--- src/rtl/adc_meter_pkg.sv ---
// Shared constants and the crossing-detector state encoding for the ADC frequency meter.
package adc_meter_pkg;

    localparam int          MID_CODE = 128;
    localparam logic [19:0] DISP_MAX = 20'd999999;

    typedef enum logic [1:0] {
        ZC_UNKNOWN = 2'b00,
        ZC_LOW     = 2'b01,
        ZC_HIGH    = 2'b10
    } zc_state_t;

    // Increment that sticks at the largest value the display can show.
    function automatic logic [19:0] sat_inc(input logic [19:0] value);
        return (value >= DISP_MAX) ? DISP_MAX : value + 20'd1;
    endfunction

endpackage

--- src/rtl/zero_cross_detect.sv ---
// Hysteresis crossing detector around mid-code; emits a one-cycle rise pulse on LOW->HIGH.
//
//   state      | meaning
//   -----------+------------------------------------------------------------
//   ZC_UNKNOWN | no sample outside the hysteresis band seen yet since reset
//   ZC_LOW     | last out-of-band sample was at or below MID_CODE-HYST
//   ZC_HIGH    | last out-of-band sample was at or above MID_CODE+HYST
module zero_cross_detect
    import adc_meter_pkg::*;
#(
    parameter int HYST = 8
) (
    input  logic       clk,
    input  logic       rst,
    input  logic [7:0] adc_data,
    input  logic       adc_valid,
    output logic       rise
);

    localparam logic [8:0] HIGH_TH = 9'(MID_CODE + HYST);
    localparam logic [8:0] LOW_TH  = 9'(MID_CODE - HYST);

    zc_state_t  state;
    logic       above;
    logic       below;

    assign above = ({1'b0, adc_data} >= HIGH_TH);
    assign below = ({1'b0, adc_data} <= LOW_TH);

    always_ff @(posedge clk or posedge rst) begin
        if (rst) begin
            state <= ZC_UNKNOWN;
            rise  <= 1'b0;
        end else begin
            rise <= 1'b0;
            if (adc_valid) begin
                case (state)
                    ZC_UNKNOWN: begin
                        // Entering HIGH from UNKNOWN is not a rising crossing.
                        if (above)
                            state <= ZC_HIGH;
                        else if (below)
                            state <= ZC_LOW;
                    end
                    ZC_LOW: begin
                        if (above) begin
                            state <= ZC_HIGH;
                            rise  <= 1'b1;
                        end
                    end
                    ZC_HIGH: begin
                        if (below)
                            state <= ZC_LOW;
                    end
                    default: state <= ZC_UNKNOWN;
                endcase
            end
        end
    end

endmodule

--- src/rtl/adc_freq_meter.sv ---
// Gated frequency (and optional amplitude) meter for an ADC stream.
// Amplitude tracking and the KEY_STATE[4] display toggle exist only with ADC_FREQ_METER_AMP_EN.
module adc_freq_meter
    import adc_meter_pkg::*;
#(
    parameter int GATE_CYCLES = 50000000,
    parameter int HYST        = 8
) (
    input  logic        clk,
    input  logic        rst,
    input  logic [7:0]  adc_data,
    input  logic        adc_valid,
    input  logic [9:0]  KEY_STATE,
    output logic [19:0] number_on_digitron,
    output logic [5:0]  point_position,
    output logic        freq_update
);

    localparam int GW = (GATE_CYCLES > 1) ? $clog2(GATE_CYCLES) : 1;

    logic [GW-1:0] gate_cnt;
    logic          gate_last;
    logic          rise;
    logic [19:0]   edge_count;
    logic [19:0]   freq_reg;
    logic [19:0]   disp_src;
    logic          unused_key;

    zero_cross_detect #(
        .HYST      (HYST)
    ) u_zero_cross_detect (
        .clk       (clk),
        .rst       (rst),
        .adc_data  (adc_data),
        .adc_valid (adc_valid),
        .rise      (rise)
    );

    assign gate_last = (gate_cnt == GW'(GATE_CYCLES - 1));

    // A crossing on the last gate cycle belongs to the closing gate.
    always_ff @(posedge clk or posedge rst) begin
        if (rst) begin
            gate_cnt    <= '0;
            edge_count  <= '0;
            freq_reg    <= '0;
            freq_update <= 1'b0;
        end else begin
            freq_update <= gate_last;
            if (gate_last) begin
                gate_cnt   <= '0;
                freq_reg   <= rise ? sat_inc(edge_count) : edge_count;
                edge_count <= '0;
            end else begin
                gate_cnt <= gate_cnt + GW'(1);
                if (rise)
                    edge_count <= sat_inc(edge_count);
            end
        end
    end

`ifdef ADC_FREQ_METER_AMP_EN
    logic [7:0]  min_q;
    logic [7:0]  max_q;
    logic [7:0]  min_n;
    logic [7:0]  max_n;
    logic [19:0] amp_reg;
    logic        show_flag;
    logic        key_used;

    always_comb begin
        min_n = min_q;
        max_n = max_q;
        if (adc_valid) begin
            if (adc_data < min_q)
                min_n = adc_data;
            if (adc_data > max_q)
                max_n = adc_data;
        end
    end

    // An empty gate leaves min=255/max=0, which the max>=min test turns into 0.
    always_ff @(posedge clk or posedge rst) begin
        if (rst) begin
            min_q   <= 8'd255;
            max_q   <= 8'd0;
            amp_reg <= '0;
        end else if (gate_last) begin
            amp_reg <= (max_n >= min_n) ? {12'd0, 8'(max_n - min_n)} : 20'd0;
            min_q   <= 8'd255;
            max_q   <= 8'd0;
        end else begin
            min_q <= min_n;
            max_q <= max_n;
        end
    end

    always_ff @(posedge clk or posedge rst) begin
        if (rst) begin
            show_flag <= 1'b1;
            key_used  <= 1'b0;
        end else begin
            key_used <= KEY_STATE[4];
            if (KEY_STATE[4] && !key_used)
                show_flag <= ~show_flag;
        end
    end

    assign disp_src   = show_flag ? freq_reg : amp_reg;
    assign unused_key = ^{KEY_STATE[9:5], KEY_STATE[3:0]};
`else
    assign disp_src   = freq_reg;
    assign unused_key = ^KEY_STATE;
`endif

    always_ff @(posedge clk or posedge rst) begin
        if (rst) begin
            number_on_digitron <= '0;
            point_position     <= '0;
        end else begin
            number_on_digitron <= disp_src;
            point_position     <= 6'b000000;
        end
    end

endmodule

--- config.mk ---
export PLATFORM = sky130hd
export DESIGN_NAME = adc_freq_meter
export DESIGN_NICKNAME = d
export VERILOG_FILES = /design/src/rtl/adc_meter_pkg.sv /design/src/rtl/zero_cross_detect.sv /design/src/rtl/adc_freq_meter.sv
export SDC_FILE = /design/constraint.sdc
export NUM_CORES = 1
export LEC_CHECK = 0
export CORE_UTILIZATION = 40
export DETAILED_ROUTE_END_ITERATION = 8
export GPL_TIMING_DRIVEN = 0
export SYNTH_ARGS = -nofsm -noshare
export SYNTH_HDL_FRONTEND = slang
export SYNTH_SLANG_ARGS = --single-unit
--- constraint.sdc ---
create_clock -name clk -period 6.28 [get_ports clk]
set_input_delay 1.884 -clock clk [delete_from_list [all_inputs] [get_ports clk]]
set_output_delay 1.884 -clock clk [all_outputs]
set_load 0.005 [all_outputs]
==> results_dict.tcl <==
set metrics [dict create \
    status "completed" \
    overflow 0 \
    synth.distinct_cells 44 \
    finalSetupViolations 0 \
    ys.flop_type "dfrtp_1" \
    port_buffers 31 \
    ctsResizeCount 0 \
    synth.area.top_cells "dfrtp_1, nor2_1, xnor2_1" \
    antenna_found_initial 0 \
    gp_congestion 0.8545 \
    clock-root-buffer "clkbuf_8" \
    fin_crit_sh_pct 49.03 \
    synth_top_family_by_area "simple AND/OR/NAND/NOR gates" \
    drt_wl_total_mm 7.778 \
    hpwl_mm 5.530 \
    grt_pass1_wl_mm 13.59 \
    yosys_warnings 0 \
    async_flop_share_pct 100.0 \
    initial_core_util_pct 41.78 \
    post-route-drc-count 0 \
    max_cap_violations 0 \
    dieArea_um2 10140 \
    fin_nets 435 \
    vias 2801 \
    die_y_um 100.7 \
    track_usage_pct 17.22 \
    synth-edff-count 0 \
    cts_made_buffers 9 \
    dp_slack_ns 3.053 \
    fp-row-count 35 \
    synth_seq_cells 90 \
    synthSimpleGateAreaFrac_pct 21.96 \
    insertion_delay_ns 0.36 \
    io_pins 48 \
    vdd_drop_max_v 0.0001350 \
    cellLeakagePower_nw 2.125 \
    crit_slowest_cell "clkdlybuf4s50_1" \
    drive_gt1_share_pct 11.03 \
    cts_setup_buffers 0 \
    yosysSeqAreaShare_pct 57.78 \
    syn-mean-instance-area_um2 10.71 \
    worstPathArrival_ns 1.20 \
    syn_inst 364 \
    fillers 898 \
    htreeDepth 3 \
    tightest_slew_ns 0.7612 \
    fin_tns_setup_ns 0 \
    ant_nets 0 \
    path_buf_inv 1 \
    powerDensity_nw_per_um2 230.5 \
    synth_xor_area_share_pct 7.416 \
    cts.sinks 90 \
    startpoint_type "flip-flop" \
    hp-class "flip-flop to flip-flop" \
    cts_tree "done" \
    grt_pass1_vias 2801 \
    clock.fmax_mhz 324.8 \
    power_mw 1.065 \
    placed_cell_area_um2 4418 \
    max_stage_delay_ns 0.49 \
    worst_setup_path_end_kind "primary output" \
    via_per_inst 5.130 \
    grt_start_max_net_pins 55 \
    critPathTopFamily "buffers and inverters" \
    finClkSkew_ns 0.009210 \
    fin_ws_ns 3.201 \
    synth_top_area_share_pct 57.78 \
    syn-cell-area_um2 3897 \
    clk_pin_slew_ns 0.09 \
    synth_compound_area_share_pct 8.411 \
    slew_viol_final 0 \
    hold_viol 0 \
    area_growth_pct 18.49 \
    synthMuxAreaShare_pct 0 \
    rsz0062_at_grt "false" \
    period_needed_ns 3.079 \
    max_slew_margin_pct 49.06 \
    synth_fa_ha_area_share_pct 0.6421 \
    cts_buffer_depth 2 \
    antenna_cells 0 \
    worstSetupPathType "flip-flop to primary output" \
    cts_hold_buf 0 \
    drt-pass1-iter-count 4 \
    synth_top_area_cell "dfrtp_1" \
    cp_max_fo 1 \
    core_area_um2 9328 \
    drtIter0Drc 136 \
    crit_required_ns 4.40 \
    routedWlPerCell_um 14.25 \
    die_x_um 100.7 \
    fin_area_um2 4618 \
    cp_cell_sequence "clkdlybuf4s50_1" \
]
metal layers:
metal	global-route usage, %	vias to the layer above	wire [um]
li1	-	1371	-
met1	22.32	1391	3685
met2	28.50	31	3816
met3	4.230	8	186
met4	5.351	0	90
met5	0	-	0
cell usage after synthesis (all sizes together) (4+ instances only):
cell,count
nor2,56
xnor2,17
and4,5
a21oi,14
nand2,18
nor3,21
inv,11
o21ai,10
a21o,8
nor4,8
xor2,16
buf,15
dfrtp,90
nand4,22
a31oi,4
nand3,13
per-stage QoR:
step                      cells  utilization [%]  hold WS (ns)
after global routing        546            49.51        0.3850
after global placement      529            47.04        0.3612
after detailed placement    530            47.36        0.3636
after CTS                   546            49.51        0.3781
after floorplan             369                -        0.3535
final                       546            49.51        0.3758
layout make-up:
cell class              instances  area, um^2  share of cell area [%]
plain buffers                  17       102.6                   2.222
clock buffers                   9       123.9                   2.682
clock inverters                 7       76.32                   1.653
inverters                      11       43.79                  0.9483
multi-input cells             251        1520                   32.92
flip-flops and latches         90        2252                   48.77
well taps                     129       161.4                   3.495
repair buffers                 32       337.8                   7.315
worst paths after layout:
kind | from | endpoint | slack [ns] | depth (start not counted)
max | number_on_digitron[11]$_DFF_PP0_ | number_on_digitron[11] | 3.20 | 1
min | disp_src[14]$_DFFE_PP0P_ | number_on_digitron[14]$_DFF_PP0_ | 0.38 | 0
max reg2reg | gate_cnt[0]$_DFF_PP0_ | disp_src[8]$_DFFE_PP0P_ | 4.13 | 6
min reg2reg | disp_src[14]$_DFFE_PP0P_ | number_on_digitron[14]$_DFF_PP0_ | 0.38 | 0
max in group asynchronous | rst | gate_cnt[9]$_DFF_PP0_ | 3.76 | 3
min in group asynchronous | rst | gate_cnt[13]$_DFF_PP0_ | 1.89 | 2
kinds of logic (layout without fill, tap and decap cells):
group	Yosys count	count (layout)
simple gates	159	159
fa+ha+maj	2	2
other cells	1	6
xor+xnor	33	33
compound gates	51	51
buf+inv	28	76
flops	90	90
sequential cells by signal, indices dropped and copies added, names as in the netlist:
register / count
disp_src: 20
edge_count: 20
freq_update: 1
gate_cnt: 26
number_on_digitron: 20
u_zero_cross_detect.rise: 1
u_zero_cross_detect.state: 2
placed cells by master, fill, tap and decap left out, drive strengths merged, types with 2 or more instances in the layout:
cell / netlist / final
clkbuf: 2 / 11
o22ai: 3 / 3
nor4b: 3 / 3
clkinv: 0 / 2
or2: 3 / 3
nor3: 21 / 21
o21ai: 10 / 10
buf: 15 / 16
inv: 11 / 13
nand2: 18 / 18
and3: 3 / 3
conb: 1 / 6
ha: 2 / 2
clkdlybuf4s50: 0 / 31
o31ai: 3 / 3
a21oi: 14 / 14
nand3: 13 / 13
xnor2: 17 / 17
dfrtp: 90 / 90
a21o: 8 / 8
or3: 2 / 2
o211ai: 3 / 3
a31oi: 4 / 4
xor2: 16 / 16
and4: 5 / 5
and2: 2 / 2
nand4: 22 / 22
nor2: 56 / 56
nor4: 8 / 8
clkinvlp: 0 / 2
power by group:
part	switching, mW	leakage (nW)	internal, mW
Clock	0.211	0.0962	0.187
Sequential	0.0123	1.23	0.589
Combinational	0.0366	0.795	0.0288
No activity file was read; power rests on OpenSTA's default activity.
